$ cat src/rtl/program_loader_pkg.sv
// Shared constants for the program RAM loader: RAM geometry, FSM state
// encodings and the length-byte decoding helper.
package program_loader_pkg;

    localparam int PRAM_AW = 4;
    localparam int PRAM_DW = 8;

    // A length nibble of zero means "fill the whole program RAM".
    localparam bit LEN_ZERO_IS_MAX = 1'b1;

    typedef logic [2:0] state_t;

    localparam state_t ST_IDLE    = 3'd0;
    localparam state_t ST_LEN     = 3'd1;
    localparam state_t ST_DATA    = 3'd2;
    localparam state_t ST_WRITE   = 3'd3;
    localparam state_t ST_SUM     = 3'd4;
    localparam state_t ST_RELEASE = 3'd5;
    localparam state_t ST_ERR     = 3'd6;

    // Number of words announced by a length nibble.
    function automatic logic [4:0] decode_len(
        input logic [3:0] nib,
        input int         max_words
    );
        if (nib != 4'd0)
            return {1'b0, nib};
        else if (LEN_ZERO_IS_MAX)
            return 5'(max_words);
        else
            return 5'd0;
    endfunction

endpackage

$ cat src/rtl/loader_checksum.sv
// 8-bit XOR accumulator for the load stream.
// Ports: clk/rst; init loads din, accumulate XORs din in;
// match compares the running sum against cmp_data.
module loader_checksum
    import program_loader_pkg::*;
(
    input  logic               clk,
    input  logic               rst,
    input  logic               init,
    input  logic               accumulate,
    input  logic [PRAM_DW-1:0] din,
    input  logic [PRAM_DW-1:0] cmp_data,
    output logic               match
);

    logic [PRAM_DW-1:0] csum_q;
    logic [PRAM_DW-1:0] csum_d;

    always_comb begin
        csum_d = csum_q;
        if (init)
            csum_d = din;
        else if (accumulate)
            csum_d = csum_q ^ din;
    end

    always_ff @(posedge clk or posedge rst) begin
        if (rst)
            csum_q <= '0;
        else
            csum_q <= csum_d;
    end

    assign match = (csum_q == cmp_data);

endmodule

$ cat src/rtl/program_loader.sv
// Loads the four-bit computer's program RAM from a length/words/checksum
// byte stream, holding the PC in reset until a good checksum releases it.
// Ports: CLK/reset; start; in_data/in_valid/in_ready stream;
// PRAMAddress/PRAMData/PRAMWrite RAM port; StopPC/ResetPC PC control;
// busy/done/error status; words_loaded count.
module program_loader
    import program_loader_pkg::*;
#(
    parameter int MAX_WORDS = 16
) (
    input  logic               CLK,
    input  logic               reset,
    input  logic               start,
    input  logic [7:0]         in_data,
    input  logic               in_valid,
    output logic               in_ready,
    output logic [PRAM_AW-1:0] PRAMAddress,
    output logic [PRAM_DW-1:0] PRAMData,
    output logic               PRAMWrite,
    output logic               StopPC,
    output logic               ResetPC,
    output logic               busy,
    output logic               done,
    output logic               error,
    output logic [4:0]         words_loaded
);

    state_t             state_q, state_d;
    logic [PRAM_AW-1:0] addr_q, addr_d;
    logic [PRAM_AW-1:0] waddr_q, waddr_d;
    logic [PRAM_DW-1:0] wdata_q, wdata_d;
    logic [4:0]         remaining_q, remaining_d;
    logic [4:0]         words_q, words_d;
    logic [4:0]         len_words;

    logic xfer;
    logic cs_init;
    logic cs_acc;
    logic cs_match;

    assign xfer      = in_valid && in_ready;
    assign len_words = decode_len(in_data[3:0], MAX_WORDS);

    always_comb begin
        state_d     = state_q;
        addr_d      = addr_q;
        waddr_d     = waddr_q;
        wdata_d     = wdata_q;
        remaining_d = remaining_q;
        words_d     = words_q;
        cs_init     = 1'b0;
        cs_acc      = 1'b0;
        unique case (state_q)
            ST_IDLE, ST_ERR: begin
                if (start) begin
                    state_d = ST_LEN;
                    words_d = '0;
                    addr_d  = '0;
                end
            end
            ST_LEN: begin
                if (xfer) begin
                    cs_init     = 1'b1;
                    remaining_d = len_words;
                    state_d     = (len_words == 5'd0) ? ST_SUM : ST_DATA;
                end
            end
            ST_DATA: begin
                if (xfer) begin
                    wdata_d = in_data;
                    waddr_d = addr_q;
                    cs_acc  = 1'b1;
                    state_d = ST_WRITE;
                end
            end
            ST_WRITE: begin
                addr_d      = addr_q + 1'b1;
                words_d     = words_q + 5'd1;
                remaining_d = remaining_q - 5'd1;
                state_d     = (remaining_q == 5'd1) ? ST_SUM : ST_DATA;
            end
            ST_SUM: begin
                if (xfer)
                    state_d = cs_match ? ST_RELEASE : ST_ERR;
            end
            ST_RELEASE: begin
                state_d = ST_IDLE;
            end
            default: begin
                state_d = ST_IDLE;
            end
        endcase
    end

    always_ff @(posedge CLK or posedge reset) begin
        if (reset) begin
            state_q     <= ST_IDLE;
            addr_q      <= '0;
            waddr_q     <= '0;
            wdata_q     <= '0;
            remaining_q <= '0;
            words_q     <= '0;
        end else begin
            state_q     <= state_d;
            addr_q      <= addr_d;
            waddr_q     <= waddr_d;
            wdata_q     <= wdata_d;
            remaining_q <= remaining_d;
            words_q     <= words_d;
        end
    end

    loader_checksum u_csum (
        .clk        (CLK),
        .rst        (reset),
        .init       (cs_init),
        .accumulate (cs_acc),
        .din        (in_data),
        .cmp_data   (in_data),
        .match      (cs_match)
    );

    // The computer ORs PRAMAddress into its PC address, so the RAM port
    // is gated to zero outside the single WRITE cycle.
    assign PRAMWrite   = (state_q == ST_WRITE);
    assign PRAMAddress = PRAMWrite ? waddr_q : '0;
    assign PRAMData    = PRAMWrite ? wdata_q : '0;

    assign in_ready = (state_q == ST_LEN) || (state_q == ST_DATA)
                   || (state_q == ST_SUM);
    assign busy     = in_ready || (state_q == ST_WRITE);
    assign StopPC   = busy || (state_q == ST_ERR);
    // RELEASE keeps the PC cleared for one cycle while letting it run.
    assign ResetPC  = StopPC || (state_q == ST_RELEASE);
    assign done     = (state_q == ST_RELEASE);
    assign error    = (state_q == ST_ERR);

    assign words_loaded = words_q;

endmodule

$ cat config.mk
export PLATFORM = sky130hd
export DESIGN_NAME = program_loader
export DESIGN_NICKNAME = d
export VERILOG_FILES = /design/src/rtl/program_loader_pkg.sv /design/src/rtl/loader_checksum.sv /design/src/rtl/program_loader.sv
export SDC_FILE = /design/constraint.sdc
export NUM_CORES = 1
export LEC_CHECK = 0
export ABC_AREA = 0
export BUFFER_PORTS_ARGS = -buffer_cell sky130_fd_sc_hd__buf_4
export CELL_PAD_IN_SITES_DETAIL_PLACEMENT = 2
export CELL_PAD_IN_SITES_GLOBAL_PLACEMENT = 2
export CORE_MARGIN = 2
export CORE_UTILIZATION = 31
export DETAILED_ROUTE_END_ITERATION = 12
export MAX_ROUTING_LAYER = met4
export PLACE_DENSITY = 0.73
export SYNTH_ARGS = -nofsm -noshare
export SYNTH_HDL_FRONTEND = slang
export SYNTH_SLANG_ARGS = --single-unit
export TNS_END_PERCENT = 30
$ cat constraint.sdc
create_clock -name CLK -period 1.6 [get_ports CLK]
set_clock_uncertainty 0.05 [all_clocks]
set_input_delay 0.16 -clock CLK [delete_from_list [all_inputs] [get_ports CLK]]
set_output_delay 0.16 -clock CLK [all_outputs]
set_load 0.05 [all_outputs]
==> impl.org, run 1 <==
** Outcome
- The run finished, with violations left.
- Failing checks :: setup timing

** Pwr
- Sequential fraction of design power :: 0.267
- Of the total power, the clock network draws 0.130.
- PD cells :: 2180 nW/um^2
- The analysis attributes to cell leakage a power of approximately 0.0014 uW.
- Final Power :: 6530 uW
- For this design the total switching power over the nets is just under 3000 uW.
- Of the total power, the share spent switching nets is 0.445.
- Of the total power, combinational logic draws 0.602.
- Peak supply drop :: 0.00143 V
- The internal portion of the total power is 3620 uW.

** GRT
- In the global route stage, overall resource usage came out at 0.188.
- The number of global-route vias before repair came to 2040.
- Global routing finished with a remaining overflow of 0.
- Pin count of the biggest net entering global routing :: 38
- Number of antenna violations at the first check in global routing :: 0
- First-pass GRT wire length :: 10.3 mm

** Min path
- Along the worst hold path, the cell count comes to 2.
- For hold timing, the worst endpoint is wdata_q[6].
- Worst hold path class :: in -> reg
- In this run the most critical hold path is launched from in_data[6].

** Cells and area
- Area taken by flip-flops and latches :: 928 sq um
- Total inserted antenna cells :: 0
- In the final layout, the share of cells above drive strength 1 is 0.462.
- Final Core Density :: 0.480
- Post-route design area :: 2990 sq um
- Count of placed standard cells in the final layout, fillers left out :: 343
- Layout overhead on the synthesized area :: 51.8%
- Combined area of the multi-input logic cells :: 1090 sq um
- The net count of the finished layout is 281.
- The filler cells instantiated in the layout total 647.

** Routing
- The first TritonRoute pass finished after 4 iterations.
- In the final routed layout, each cell accounts on average for around 20 um.
- For this run, design rule violations remaining after detail routing come to 0.
- Final wirelength :: 6.81 mm
- Number of DRC violations after detailed-routing iteration 0 :: 73
- After detailed routing, the number of vias per cell comes to 5.36.
- DRT antenna net count :: 0
- The final route contains 1838 vias.

** Clocking
- The tree is rooted in a sky130_fd_sc_hd__clkbuf_8.
- TritonCTS built the clock tree.
- Number of clock buffers inserted by TritonCTS :: 5
- After clock tree synthesis, the clock-pin slew on the worst setup and hold paths is 0.09 ns.
- Number of H-tree levels :: 2
- Clock Sinks :: 37
- Source-to-sink clock delay at the later pin of the worst-skew pair :: 0.29 ns
- The clock passes through at most 2 buffers.

** Logic synthesis
- The number of different library cells used by synthesis comes to 41.
- Fraction of synthesized cell area taken by the top area cell type :: 0.470
- Yosys mapped a number of flops with a built-in enable equal to 0.
- Most area-consuming cells after synthesis :: sky130_fd_sc_hd__dfrtp_1 47%, sky130_fd_sc_hd__mux2_2 6.3%, sky130_fd_sc_hd__o21ai_0 5.1%, sky130_fd_sc_hd__a21oi_1 4.8%, sky130_fd_sc_hd__and2_1 4.1%
- Yosys warning count :: 0
- Synthesis produced a netlist whose cell count is 200.
- In this run, synthesis produced a sequential element count of 37.
- Biggest area consumer among synthesized cells :: sky130_fd_sc_hd__dfrtp_1
- The number of nets in the synthesized netlist is 216.
- Sequential fraction of the synthesis area :: 0.470
- Summed instance area of the synthesized netlist :: 1970 sq um
- Flip-flop cell with the highest count after synthesis :: sky130_fd_sc_hd__dfrtp_1
- Average cell area after synthesis :: 9.86 sq um
- Share of async-settable or async-resettable flops after synthesis :: 1.00

** Timing
- The final-report max-slew violation count came to 0.
- Max-slew headroom at the worst pin :: 0.666
- Post-route fraction of the period consumed by the critical path :: 1.12
- Setup repair after global routing could not meet its margin everywhere.
- The number of hold-slack violations in the final timing report came to 0.
- Static timing analysis puts the maximum clock frequency at between 500 and 600 MHz.
- Setup violations remaining at the end of the flow were counted as 45.
- Subtracting the final worst setup slack from the clock period gives between 1.5 and 2 ns.
- Slack of the critical path :: -0.199 ns
- For the pin with the worst max-slew slack, the measured transition is 0.501 ns.

** Placement
- Minimum setup slack after placement :: -0.0180 ns
- Final RePlAce weighted congestion :: 0.783
- The placed instances occupy a cell area of 2490 sq um.
- Port Buf Inserts :: 35
- After legalization and detailed placement, the total HPWL measured 3.91 mm.
- Once placement completed, the tool counted placed cells totaling between 300 and 400.

** Setup path
- Worst reg2reg path endpoint :: waddr_q[1]
- Library cell contributing the largest single delay on the critical path :: sky130_fd_sc_hd__dfrtp_1
- For the worst flop-to-flop path, the logic depth is 6.
- The worst setup path is captured at an output port.
- Start of the worst register-to-register path :: state_q[1]
- Reg2reg setup slack :: -0.12 ns
- STA classifies the critical path startpoint as a register.
- Worst Path Class, Setup :: reg -> out
- Counting stages on the worst path, the most repeated cell is sky130_fd_sc_hd__buf_6.
- WP data required :: 1.39 ns
- At the worst endpoint, the arrival time is 1.59 ns.
- Biggest cell delay along the critical path :: 0.43 ns
- Largest driver fanout on the critical path :: 8
- The critical path goes through buf_6, nand3b_4, buf_6, nand2_2, or2_4, buf_8.

** Floorplanning
- The die is 83.8 um wide.
- Std-Cell Core Area :: between 6000 and 7000 sq um
- Top Ports :: 36
- Die Y :: 83.8 um
- The initial utilization of the core area, before any placement, comes to 0.316.
- The die covers 7010 sq um.
- In this run the core area contains 29 standard-cell rows.

** Job
- Max-cap violation count :: 0
==> how the worst max path moves through the flow <==
| stage | from | slack (ns) | to | depth (start not counted) |
|---|---|---|---|---|
| floorplan | state_q[2] | -0.09 | StopPC | 5 |
| global placement | state_q[2] | 0.02 | words_loaded[2] | 4 |
| global route | state_q[1] | -0.27 | StopPC | 6 |
| CTS | state_q[2] | -0.17 | StopPC | 5 |
| detailed placement | state_q[1] | -0.02 | remaining_q[4] | 5 |
| finish | state_q[1] | -0.20 | StopPC | 6 |
==> cell usage in the layout, fill, tap and decap left out, drive strengths merged, types with 2 or more instances in the layout <==
cell type,n
buf,68
dfrtp,37
a21oi,20
o21ai,20
nand3,16
and2,13
nand2,13
mux2,11
xor2,9
inv,8
clkbuf,6
ha,4
nor2,4
nand4,3
nand3b,3
clkinv,2
nor4,2
o211ai,2
and4bb,2
nor3,2
nor4b,2
==> power groups by stage <==
| stage | Combinational, uW | Sequential [uW] | Clock (uW) |
|---|---|---|---|
| floorplan | 1950 | 1770 | 0 |
| global placement | 2990 | 1680 | 0 |
| detailed placement | 3080 | 1700 | 0 |
| CTS | 3510 | 1700 | 856 |
| global route | 4210 | 1820 | 904 |
| finish | 3930 | 1740 | 852 |
==> cell usage after synthesis (all sizes together) (3+ instances only) <==
cell / instances
mux2: 11
and2: 13
nand3b: 3
xor2: 9
ha: 4
dfrtp: 37
nand2: 13
a21oi: 20
buf: 9
nand4: 3
inv: 9
o21ai: 20
nand3: 16
nor2: 4
clkbuf: 3
==> routing by layer <==
layer	GRT usage	up-vias	wire length, um
met5	-	-	0
met4	0.0528	0	56
met3	0.0267	4	119
met2	0.335	30	3860
met1	0.221	965	2780
li1	-	839	-
==> critical path: cells and delay by family, from the launching register on <==
kind | cells | cell delay [ns]
flops | 1 | 0.43
buf+inv | 3 | 0.46
simple gates | 3 | 0.40
==> sequential cells by signal (all words and copies together), names as in the netlist <==
signal,flops
u_csum.csum_q,8
words_loaded,5
state_q,3
waddr_q,4
addr_q,4
remaining_q,5
wdata_q,8
==> through the flow <==
| step | hold slack [ns] | setup TNS, ns |
|---|---|---|
| after floorplan | 0.233 | -0.349 |
| after global placement | 0.271 | 0 |
| after detailed placement | 0.282 | -0.0180 |
| after CTS | 0.0776 | -1.98 |
| after global routing | 0.0839 | -7.33 |
| final | 0.0867 | -3.55 |
==> timing repair <==
item,4_1_cts,5_1_grt
pin swaps,5,17
setup endpoints to repair,25,51
cloned,0,1
gates resized for setup,44,44
hold endpoints to repair,37,0
setup buffers,7,2
hold buffers,1,0
==> final cells by class <==
| cell class | instances | area share |
|---|---|---|
| Multi-Input combinational cell | 142 | 0.366 |
| Sequential cell | 37 | 0.310 |
| Timing Repair Buffer | 70 | 0.241 |
| Tap cell | 77 | 0.0322 |
| Clock buffer | 5 | 0.0230 |
| Clock inverter | 3 | 0.0155 |
| Inverter | 9 | 0.0130 |
==> cells by family (layout without fill, tap and decap cells) <==
family	Yosys count	after routing	share of synthesized area
and+or+nand+nor	68	68	0.202
adders and majority gates	4	4	0.0254
DFF	37	37	0.470
buffers and inverters	21	87	0.0546
AOI/OAI and AO/OA	49	49	0.142
muxes	11	11	0.0628
xor gates and xnor gates	10	10	0.0444
Power figures use the tool's default switching activity.
==> run 2, diff against run 1 <==
- CORE_ASPECT_RATIO: default -> 0.7
- GPL_TIMING_DRIVEN: default -> 0
- RECOVER_POWER: default -> 25
==> run 2 against run 1 <==
Net effect: the run ends with capacitance limit, slew limit, setup timing left; register-to-register slack lost 0.13 ns; worst hold slack got worse by 0.0097 ns; highest routed layer unchanged; final area down 2.4%; maximum frequency is 7.6% lower; core utilization is 0.73 points lower; global-route usage rose by 0.49 points; via count up 0.38%.
==> impl.org, run 2 (same netlist as run 1, synthesis figures left out) <==
** Timing
- The number of hold-slack violations in the final timing report is 0.
- Setup violations remaining at the end of the flow were counted as 29.
- Setup repair after global routing could not meet its margin everywhere.
- After layout, the minimum clock period comes to about 1.9 ns.
- Fin. max-slew vios :: 38
- Across all setup checks in the final design, the least slack found is -0.347 ns.
- Transition time at the pin with the least slew margin :: 1.52 ns
- Timing would allow up to ~510 MHz.
- Max-slew headroom at the worst pin :: -0.0134
- Post-route fraction of the period consumed by the critical path :: 1.22

** Routing
- DRT antenna net count :: 0
- The first detailed-routing pass ran for 4 iterations.
- Number of vias in the routed layout :: 1845
- DRC violations left :: 0
- Post-detailed-route wirelength per cell :: roughly 22 um
- After detailed routing, the total wire length is approximately 7.6 mm.
- Number of DRC violations after detailed-routing iteration 0 :: 52
- After detailed routing, the number of vias per cell comes to 5.44.

** Setup path
- CP Launch Type :: register
- Start of the worst register-to-register path :: state_q[2]
- Data on the critical path is required at its endpoint by around 1.4 ns.
- Largest driver fanout on the critical path :: 8
- Nature of the critical path endpoint :: output port
- Data arrival, critical path :: 1.74 ns
- Cells on worst reg2reg path :: 5
- In this run the critical register-to-register path is captured at remaining_q[4].
- Setup slack on the worst reg-to-reg path comes out at -0.25 ns.
- Worst Path Class, Setup :: reg -> out

** Pwr
- In this run the static leakage power is roughly 0.0013 uW.
- Summing internal, switching and leakage power gives approximately 6500 uW.
- Peak supply drop :: ~0.00067 V
- PD cells :: 2230 nW/um^2

** Floorplanning
- Die outline area :: ~7000 sq um
- Die Y :: just over 70 um
- The total area inside the core boundary comes to 6190 sq um.
- The initial utilization of the core area, before any placement, comes to 0.319.
- The die is 99.3 um wide.
- The floorplan has 24 rows.
- In this run the count of I/O pins placed on the die edge is 36.

** Placement
- Final RePlAce weighted congestion :: 0.785
- Port Buf Inserts :: 35
- Placed insts :: 313
- Detailed placement finished with a half-perimeter wire length of 3.95 mm.

** Cells and area
- Layout overhead on the synthesized area :: 48.2%
- The library cell used most frequently in the layout, excluding fill and tap cells, is sky130_fd_sc_hd__dfrtp_1.
- In the layout the commonest cells are 36 x sky130_fd_sc_hd__dfrtp_1, 34 x sky130_fd_sc_hd__buf_4, 18 x sky130_fd_sc_hd__buf_8, 18 x sky130_fd_sc_hd__a21oi_1.
- Registers with the most flip-flops :: u_csum.csum_q (8), wdata_q (8)
- Total inserted antenna cells :: 0
- The layout has 643 filler cells.
- In the final layout, the share of cells above drive strength 1 is 0.483.
- # nets final :: roughly 280
- Count of placed standard cells in the final layout, fillers left out :: 339

** Outcome
- Status :: finished, violations left
- The checks that failed: capacitance limit, slew limit, setup timing.

** Min path
- Worst hold path class :: in -> reg
- WHS Endpoint :: wdata_q[3]
- Counting instances, the worst hold path has a depth of 3.
- Hold path startpoint :: in_data[3]

** GRT
- Entering global routing, the biggest net connects 38 pins.
- Number of antenna violations at the first check in global routing :: 0
- The number of global-route vias before repair was roughly 2000.
- For this run the aggregate overflow at the end of global routing stands at 0.
- First-pass GRT wire length :: 10.2 mm
- Global-route usage over all layers :: 0.193

** Clocking
- Source-to-sink clock delay at the later pin of the worst-skew pair :: 0.30 ns
- Number of H-tree levels :: 2
- Counting along the longest clock path gives a buffer depth of 2.
- Number of clock buffers inserted by TritonCTS :: 5
- CTS Root Cell :: sky130_fd_sc_hd__clkbuf_8
- TritonCTS built the clock tree.
- The tree built by TritonCTS fans out to 37 sinks.
- Reg clk slew, reported paths :: 0.08 ns

** Job
- The tool flagged a number of max-cap violations equal to 1.
## run 2: cell type report
| type | count | area (sq um) | area share |
|---|---|---|---|
| Multi-Input combinational cell | 142 | 1080 | 0.371 |
| Tap cell | 78 | 97.6 | 0.0334 |
| Buffer | 12 | 131 | 0.0449 |
| Inverter | 9 | 38.8 | 0.0133 |
| Sequential cell | 37 | 927 | 0.317 |
| Timing Repair Buffer | 55 | 569 | 0.195 |
| Clock buffer | 5 | 68.8 | 0.0235 |
| Clock inverter | 1 | 5.00 | 0.00171 |
## run 2: how the worst max path moves through the flow
stage,start,to,slack [ns],cells after the start
final,state_q[2],StopPC,-0.35,6
after global routing,state_q[2],StopPC,-0.40,6
after CTS,state_q[2],StopPC,-0.23,6
after detailed placement,state_q[2],PRAMData[1],-0.21,6
after global placement,state_q[2],PRAMData[1],-0.17,6
after floorplan,state_q[2],StopPC,-0.09,5
## run 2: worst max-delay path: stages (launching register included)
cell and delay (ns):
sky130_fd_sc_hd__dfrtp_1 0.43, sky130_fd_sc_hd__buf_6 0.16, sky130_fd_sc_hd__xor2_2 0.15, sky130_fd_sc_hd__o21ai_2 0.19, sky130_fd_sc_hd__nand2_2 0.10, sky130_fd_sc_hd__or2_4 0.26, sky130_fd_sc_hd__buf_8 0.15
## run 2: metrics by stage
stage	hold slack (ns)	utilization	setup TNS [ns]	setup WS (ns)	area, sq um
2_1_floorplan	0.233	-	-0.349	-0.0918	2000
3_3_place_gp	0.371	0.381	-3.90	-0.171	2360
3_5_place_dp	0.333	0.381	-4.23	-0.214	2360
4_1_cts	0.0230	0.445	-3.08	-0.233	2750
5_1_grt	0.0862	0.472	-7.21	-0.401	2920
6_report	0.0770	0.472	-4.85	-0.347	2920
## run 2: repair_timing
item / in CTS / in global routing
hold buffers: 0 / 0
gates cloned: 0 / 1
setup endpoints to repair: 36 / 41
pin swaps: 11 / 18
setup buffers: 13 / 7
gates resized for setup: 63 / 43
## run 2: report_power, final
group	switching [uW]	internal [uW]	leakage, uW
combinational	2260	1830	0.000831
sequential	435	1340	0.000463
clock	369	288	0.0000399
## run 2: per-layer routing
| metal | GRT usage | wire length, um |
|---|---|---|
| met5 | - | 0 |
| met4 | 0.0335 | 119 |
| met3 | 0.0385 | 205 |
| met2 | 0.324 | 3830 |
| met1 | 0.246 | 3410 |
